**src/rtl/mem_pkg.sv**
```systemverilog
// mem_pkg: memory-op encodings, FSM states and the alignment/strobe/lane helpers
// shared by the load/store engine and the exception unit.
package mem_pkg;

    typedef enum logic [2:0] {
        MEM_LB  = 3'd0,
        MEM_LBU = 3'd1,
        MEM_LH  = 3'd2,
        MEM_LHU = 3'd3,
        MEM_LW  = 3'd4,
        MEM_SB  = 3'd5,
        MEM_SH  = 3'd6,
        MEM_SW  = 3'd7
    } mem_op_e;

    typedef enum logic [1:0] {
        IDLE = 2'd0,
        ADDR = 2'd1,
        DATA = 2'd2,
        DONE = 2'd3
    } state_e;

    function automatic logic is_store(mem_op_e op);
        return op inside {MEM_SB, MEM_SH, MEM_SW};
    endfunction

    function automatic logic misaligned(mem_op_e op, logic [1:0] lo);
        return ((op inside {MEM_LH, MEM_LHU, MEM_SH}) && lo[0]) ||
               ((op inside {MEM_LW, MEM_SW}) && (lo != 2'b00));
    endfunction

    function automatic logic [3:0] strobe(mem_op_e op, logic [1:0] lo);
        return op == MEM_SB ? 4'b0001 << lo :
               op == MEM_SH ? (lo[1] ? 4'b1100 : 4'b0011) :
               op == MEM_SW ? 4'b1111 : 4'b0000;
    endfunction

    // Replicate the store byte/half across every lane so the strobes alone pick the target.
    function automatic logic [31:0] lane_data(mem_op_e op, logic [31:0] w);
        return op == MEM_SB ? {4{w[7:0]}} :
               op == MEM_SH ? {2{w[15:0]}} : w;
    endfunction

endpackage

```
**src/rtl/load_ext.sv**
```systemverilog
// load_ext: selects the addressed byte/half of a raw bus word and sign- or
// zero-extends it according to the load op.
module load_ext
    import mem_pkg::*;
(
    input  logic [31:0] word_i,
    input  logic [1:0]  lo_i,
    input  logic [2:0]  op_i,
    output logic [31:0] result_o
);

    logic [7:0]  b;
    logic [15:0] h;

    assign b = word_i[8*lo_i +: 8];
    assign h = lo_i[1] ? word_i[31:16] : word_i[15:0];

    assign result_o = op_i == MEM_LB  ? {{24{b[7]}}, b}  :
                      op_i == MEM_LBU ? {24'b0, b}       :
                      op_i == MEM_LH  ? {{16{h[15]}}, h} :
                      op_i == MEM_LHU ? {16'b0, h}       : word_i;

endmodule

```
**src/rtl/mem_access_unit.sv**
```systemverilog
// mem_access_unit: M-stage load/store engine driving an SRAM-like request/ack bus,
// with misalignment exceptions, flush handling and a bus watchdog.
module mem_access_unit
    import mem_pkg::*;
#(
    parameter int TIMEOUT_CYC = 255
) (
    input  logic        clk,
    input  logic        rst,
    input  logic        req_valid,
    input  logic [2:0]  mem_op,
    input  logic [31:0] addr,
    input  logic [31:0] wdata,
    input  logic        flush,
    output logic        stall_req,
    output logic [31:0] rdata,
    output logic        adel,
    output logic        ades,
    output logic [31:0] bad_vaddr,
    output logic        bus_err,
    output logic        data_req,
    output logic        data_wr,
    output logic [3:0]  data_wstrb,
    output logic [31:0] data_addr,
    output logic [31:0] data_wdata,
    input  logic        data_addr_ok,
    input  logic        data_data_ok,
    input  logic [31:0] data_rdata
);

    localparam int WDW = $clog2(TIMEOUT_CYC + 1);

    state_e         state_q, state_d, fin_state;
    mem_op_e        op, op_q, op_d;
    logic [WDW-1:0] wdog_q, wdog_d;
    logic           killed_q, killed_d;
    logic [31:0]    rdata_q, rdata_d, fin_rdata, ext;
    logic           bus_err_q, bus_err_d;
    logic           data_req_q, data_req_d;
    logic           data_wr_q, data_wr_d;
    logic [3:0]     wstrb_q, wstrb_d;
    logic [31:0]    daddr_q, daddr_d;
    logic [31:0]    dwdata_q, dwdata_d;
    logic [1:0]     lo_q, lo_d;
    logic           store, live, mis, start, kill, wdog_hit;

    assign op        = mem_op_e'(mem_op);
    assign store     = is_store(op);
    assign live      = req_valid & ~flush;
    assign mis       = misaligned(op, addr[1:0]);
    assign adel      = live & mis & ~store;
    assign ades      = live & mis & store;
    assign bad_vaddr = addr;
    assign start     = (state_q == IDLE) & live & ~mis;
    assign stall_req = start | (state_q == ADDR) | (state_q == DATA);
    assign kill      = killed_q | flush;
    assign wdog_hit  = wdog_q == WDW'(TIMEOUT_CYC - 1);

    load_ext u_load_ext (
        .word_i  (data_rdata),
        .lo_i    (lo_q),
        .op_i    (op_q),
        .result_o(ext)
    );

    // A killed transaction drains on the bus but never reaches DONE or touches rdata.
    assign fin_state = kill ? IDLE : DONE;
    assign fin_rdata = (kill | data_wr_q) ? rdata_q : ext;

    always_comb begin
        state_d    = state_q;
        wdog_d     = wdog_q;
        killed_d   = killed_q;
        rdata_d    = rdata_q;
        bus_err_d  = 1'b0;
        data_req_d = 1'b0;
        data_wr_d  = data_wr_q;
        wstrb_d    = wstrb_q;
        daddr_d    = daddr_q;
        dwdata_d   = dwdata_q;
        op_d       = op_q;
        lo_d       = lo_q;
        case (state_q)
            IDLE: begin
                killed_d = 1'b0;
                if (start) begin
                    state_d    = ADDR;
                    data_req_d = 1'b1;
                    data_wr_d  = store;
                    wstrb_d    = strobe(op, addr[1:0]);
                    daddr_d    = {addr[31:2], 2'b00};
                    dwdata_d   = lane_data(op, wdata);
                    op_d       = op;
                    lo_d       = addr[1:0];
                end
            end
            ADDR: begin
                wdog_d = wdog_q + 1'b1;
                if (data_addr_ok && data_data_ok) begin
                    state_d = fin_state;
                    rdata_d = fin_rdata;
                end else if (data_addr_ok) begin
                    state_d  = DATA;
                    killed_d = flush;
                end else if (flush) begin
                    state_d = IDLE;
                end else if (wdog_hit) begin
                    state_d   = IDLE;
                    bus_err_d = 1'b1;
                    rdata_d   = '0;
                end else begin
                    data_req_d = 1'b1;
                end
            end
            DATA: begin
                wdog_d = wdog_q + 1'b1;
                if (data_data_ok) begin
                    state_d = fin_state;
                    rdata_d = fin_rdata;
                end else if (wdog_hit) begin
                    state_d   = IDLE;
                    bus_err_d = 1'b1;
                    rdata_d   = '0;
                end else begin
                    killed_d = kill;
                end
            end
            default: state_d = IDLE;
        endcase
        if (state_d == IDLE) wdog_d = '0;
    end

    always_ff @(posedge clk) begin
        if (!rst) begin
            state_q    <= IDLE;
            wdog_q     <= '0;
            killed_q   <= 1'b0;
            rdata_q    <= '0;
            bus_err_q  <= 1'b0;
            data_req_q <= 1'b0;
            data_wr_q  <= 1'b0;
            wstrb_q    <= '0;
            daddr_q    <= '0;
            dwdata_q   <= '0;
            op_q       <= MEM_LB;
            lo_q       <= '0;
        end else begin
            state_q    <= state_d;
            wdog_q     <= wdog_d;
            killed_q   <= killed_d;
            rdata_q    <= rdata_d;
            bus_err_q  <= bus_err_d;
            data_req_q <= data_req_d;
            data_wr_q  <= data_wr_d;
            wstrb_q    <= wstrb_d;
            daddr_q    <= daddr_d;
            dwdata_q   <= dwdata_d;
            op_q       <= op_d;
            lo_q       <= lo_d;
        end
    end

    assign rdata      = rdata_q;
    assign bus_err    = bus_err_q;
    assign data_req   = data_req_q;
    assign data_wr    = data_wr_q;
    assign data_wstrb = wstrb_q;
    assign data_addr  = daddr_q;
    assign data_wdata = dwdata_q;

endmodule

```
**config.mk**
```make
export PLATFORM = sky130hd
export DESIGN_NAME = mem_access_unit
export DESIGN_NICKNAME = d
export VERILOG_FILES = /design/src/rtl/mem_pkg.sv /design/src/rtl/load_ext.sv /design/src/rtl/mem_access_unit.sv
export SDC_FILE = /design/constraint.sdc
export NUM_CORES = 1
export LEC_CHECK = 0
export BUFFER_PORTS_ARGS = -buffer_cell sky130_fd_sc_hd__buf_2
export CORE_MARGIN = 2
export CORE_UTILIZATION = 52
export CTS_CLUSTER_DIAMETER = 200
export DETAILED_ROUTE_END_ITERATION = 16
export PLACE_DENSITY = 0.84
export SLEW_MARGIN = 10
export SYNTH_ARGS = -nofsm -noshare
export SYNTH_HDL_FRONTEND = slang
export SYNTH_SLANG_ARGS = --single-unit
```
**constraint.sdc**
```tcl
create_clock -name clk -period 6.33 [get_ports clk]
set_input_delay 0.3165 -clock clk [delete_from_list [all_inputs] [get_ports clk]]
set_output_delay 0.3165 -clock clk [all_outputs]
set_load 0.05 [all_outputs]
```
==> results by group <==
Detailed routing
  • Vias per Instance: 5.51
  • DR pass1 iterations: 6
  • ANT nets after route: 0
  • Residual DRC: 0
  • Via count: 5836
  • Routed WL: approximately 16 mm
  • DR WL/cell: roughly 15 microns
  • Drt initial violations: 494

Synth
  • Mapped Avg Cell Area: 7.92 sq um
  • Library cells used by synthesis: 53
  • Cell Area, Synth: 5840 sq um
  • Cells after Synth: between 700 and 800
  • Number of synthesized flops with an enable pin: 0
  • Synth warn: 0
  • Yosys reg bits: roughly 120
  • Top_reg_cell synth: dfxtp_1
  • Area leader, netlist: dfxtp_1
  • Synth top area share: between 40% and 50%
  • Sequential area share after synthesis: 40.1%
  • Synth async-reset ratio: 0%
  • Area contributors post-synth: dfxtp_1 (40%), a21oi_1 (10%), nand2_1 (9.2%), buf_4 (5.1%), o21ai_0 (4.5%)

Power and ir drop
  • Combinational share of power: 19.6%
  • PwrDens: 295 nW/um^2
  • Total leakage power: 3.18 nW
  • P_sw: 0.717 mW
  • P_int: between 1 and 1.5 mW
  • Flop pwr share: a little under two fifths
  • Clock share of power: 43.3%
  • Sw frac: about 33%
  • Max VDD drop: 174 uV

Timing
  • Slew @ Worst Pin: 1.05 ns
  • Fin. max-slew vios: 0
  • FMAX: about 330 MHz
  • Setup_tns: 0 ns
  • Worst rel slew slack: between 20% and 30%
  • Unrepaired setup endpoints after global routing: false
  • Period utilization: between 40% and 50%
  • Min cycle time layout: 3.05 ns
  • Min Hold Slack: approximately 0.044 ns
  • Worst Skew: 0.00977 ns
  • Fin. Hold Viols: 0
  • Setup slack after layout: 3.28 ns
  • Final setup fails: 0

Worst hold path
  • HP Class: input port to flop

Global route
  • Vias in the first global route: 5149
  • Initial antenna violation count: 0
  • Total grt overflow: 0
  • Pin count of the biggest net entering global routing: 90
  • All-layer global routing usage: 25.5%
  • Global-route wire length before repair: between 20 and 25 mm

Clock tree
  • CTS tree: done
  • Setup bufs post-CTS: 0
  • Maximum buffer depth of the clock tree: 2
  • Root Buffer: clkbuf_8
  • CTS Hold Bufs: 0
  • H-Tree Depth: 4
  • Worst-Skew Late Latency: 0.51 ns
  • Number of cells upsized or downsized after cts: 0
  • Clock transition at path regs: 0.07 ns
  • Num CTS Buffers: 17
  • TritonCTS sink count: roughly 120

Layout
  • Finished Cell Area: 7250 sq um
  • Layout cell share with drive strength beyond 1: 32.7%
  • Ant. Diodes: 0
  • P&R area growth vs syn: 24.0%
  • Final net count: about 1000
  • # fillers: 952

Worst setup path
  • Worst Path Required: between 6 and 7 ns
  • CP most frequent cell: inv_1
  • Crit path DAT: 3.41 ns
  • Crit path launch type: flop
  • Delay-heaviest family, CP: compound AO/OA/AOI/OAI gates
  • Max stage delay on crit path: approximately 0.84 ns
  • Worst path bufs/invs: 2
  • CP Cell Sequence: inv_1, ha_1, inv_1, a31oi_1, and2_1, a21boi_4, a21oi_1
  • Critical path class: flop to flop
  • Worst setup EP type: flop
  • Crit Path Max Fanout: 34
  • Crit-path slowest cell: and2_1

Place
  • Post-DP HPWL: ~11 mm
  • Area post-placement: 6680 sq um
  • I/O Buffers: 240
  • GPL Wtd Cong: 0.891
  • Place WS: 3.33 ns

Die
  • Die height: 110 microns
  • Row Count: 38
  • Initial core utilization: 53.7%
  • Die width: 110 microns
  • Die area: approximately 12000 sq um
  • CORE AREA: about 11000 sq um
  • I/O pins: 243

Flow run
  • Max-capacitance violation count: 0

Outcome
  • Status: finished, final reports clean
==> cell type report <==
| cell class | count | area (sq um) | area share (%) |
|---|---|---|---|
| multi-input combinational | 511 | 2870 | 39.6 |
| sequential | 117 | 2340 | 32.3 |
| timing repair buffer | 243 | 1220 | 16.9 |
| clock buffer | 17 | 414 | 5.71 |
| tap | 140 | 175 | 2.42 |
| clock inverter | 15 | 158 | 2.17 |
| inverter | 17 | 63.8 | 0.880 |
==> metrics by stage <==
| stage | std cells | utilization [%] | total power [mW] |
|---|---|---|---|
| floorplan | 739 | - | 1.14 |
| global placement | 1028 | 61.3 | 1.22 |
| detailed placement | 1028 | 61.3 | 1.23 |
| CTS | 1060 | 66.6 | 2.15 |
| global route | 1060 | 66.6 | 2.23 |
| finish | 1060 | 66.6 | 2.14 |
==> worst reg2reg max path: cells and delay by family, from the launching register on <==
family                     cells  cell delay (ns)
buffers and inverters          2             0.20
AOI/OAI and AO/OA              3             1.06
DFF                            1             0.41
adders and majority gates      1             0.40
and+or+nand+nor                1             0.84
==> cells by family (layout without fill, tap and decap cells) <==
kind of cell / after synthesis / count (layout) / share of synthesized area [%]
flip-flops: 117 / 117 / 40.1
XOR/XNOR: 7 / 7 / 1.05
adder cells (fa/ha/maj): 6 / 6 / 1.28
AO/OA/AOI/OAI: 242 / 242 / 25.5
buffers and inverters: 111 / 292 / 10.8
other: 1 / 2 / 0.0642
AND/OR/NAND/NOR: 236 / 236 / 17.9
multiplexers: 18 / 18 / 3.30
==> layout by cell type, fill, tap and decap left out, types with 9 or more instances in the layout <==
cell type / instances
nor2b_1: 11
buf_2: 240
nand3_1: 13
o21ai_0: 52
inv_1: 15
a21oi_1: 118
nor2_1: 28
a211oi_2: 10
nor3_1: 10
mux2i_1: 17
clkbuf_16: 16
o211ai_1: 9
nand2_1: 144
nand2b_1: 14
a211oi_1: 13
dfxtp_1: 117
==> Yosys cell counts, types with 10 or more instances <==
cell,n
a211oi_1,13
a211oi_2,10
a21oi_1,118
buf_2,22
buf_4,40
clkbuf_1,23
dfxtp_1,117
inv_1,16
mux2i_1,17
nand2_1,144
nand2b_1,14
nand3_1,13
nor2_1,28
nor2b_1,11
nor3_1,10
o21ai_0,52
==> worst paths after layout <==
path,startpoint,end,slack (ns),cells past startpoint
worst max-delay path,state_q[1]$_SDFF_PN0_,rdata[10]$_SDFFE_PN0P_,3.28,7
worst min-delay path,addr[31],data_addr[31]$_SDFFE_PN0P_,0.04,3
worst max register to register,state_q[1]$_SDFF_PN0_,rdata[10]$_SDFFE_PN0P_,3.28,7
worst min register to register,data_wdata[31]$_SDFFE_PN0P_,data_wdata[31]$_SDFFE_PN0P_,0.45,2
==> flip-flops by register name (all words and copies together), names as in the netlist <==
| name | flops |
|---|---|
| bus_err | 1 |
| data_addr | 30 |
| data_req | 1 |
| data_wdata | 32 |
| data_wr | 1 |
| data_wstrb | 4 |
| killed_q | 1 |
| lo_q | 2 |
| op_q | 3 |
| rdata | 32 |
| state_q | 2 |
| wdog_q | 8 |
==> power by group through the flow <==
stage / Combinational, mW / Clock [mW] / Sequential (mW)
floorplan: 0.230 / 0 / 0.906
detailed placement: 0.419 / 0 / 0.809
global route: 0.452 / 0.978 / 0.798
CTS: 0.420 / 0.939 / 0.793
global placement: 0.414 / 0 / 0.808
finish: 0.420 / 0.927 / 0.794
==> layer usage <==
metal	track usage, %	vias up	routed length (microns)
met2	42.9	256	7750
li1	-	2874	-
met5	0	-	0
met3	5.70	26	1190
met4	9.76	0	294
met1	31.7	2680	6580
Note: power is estimated with default switching activity, not from simulation.
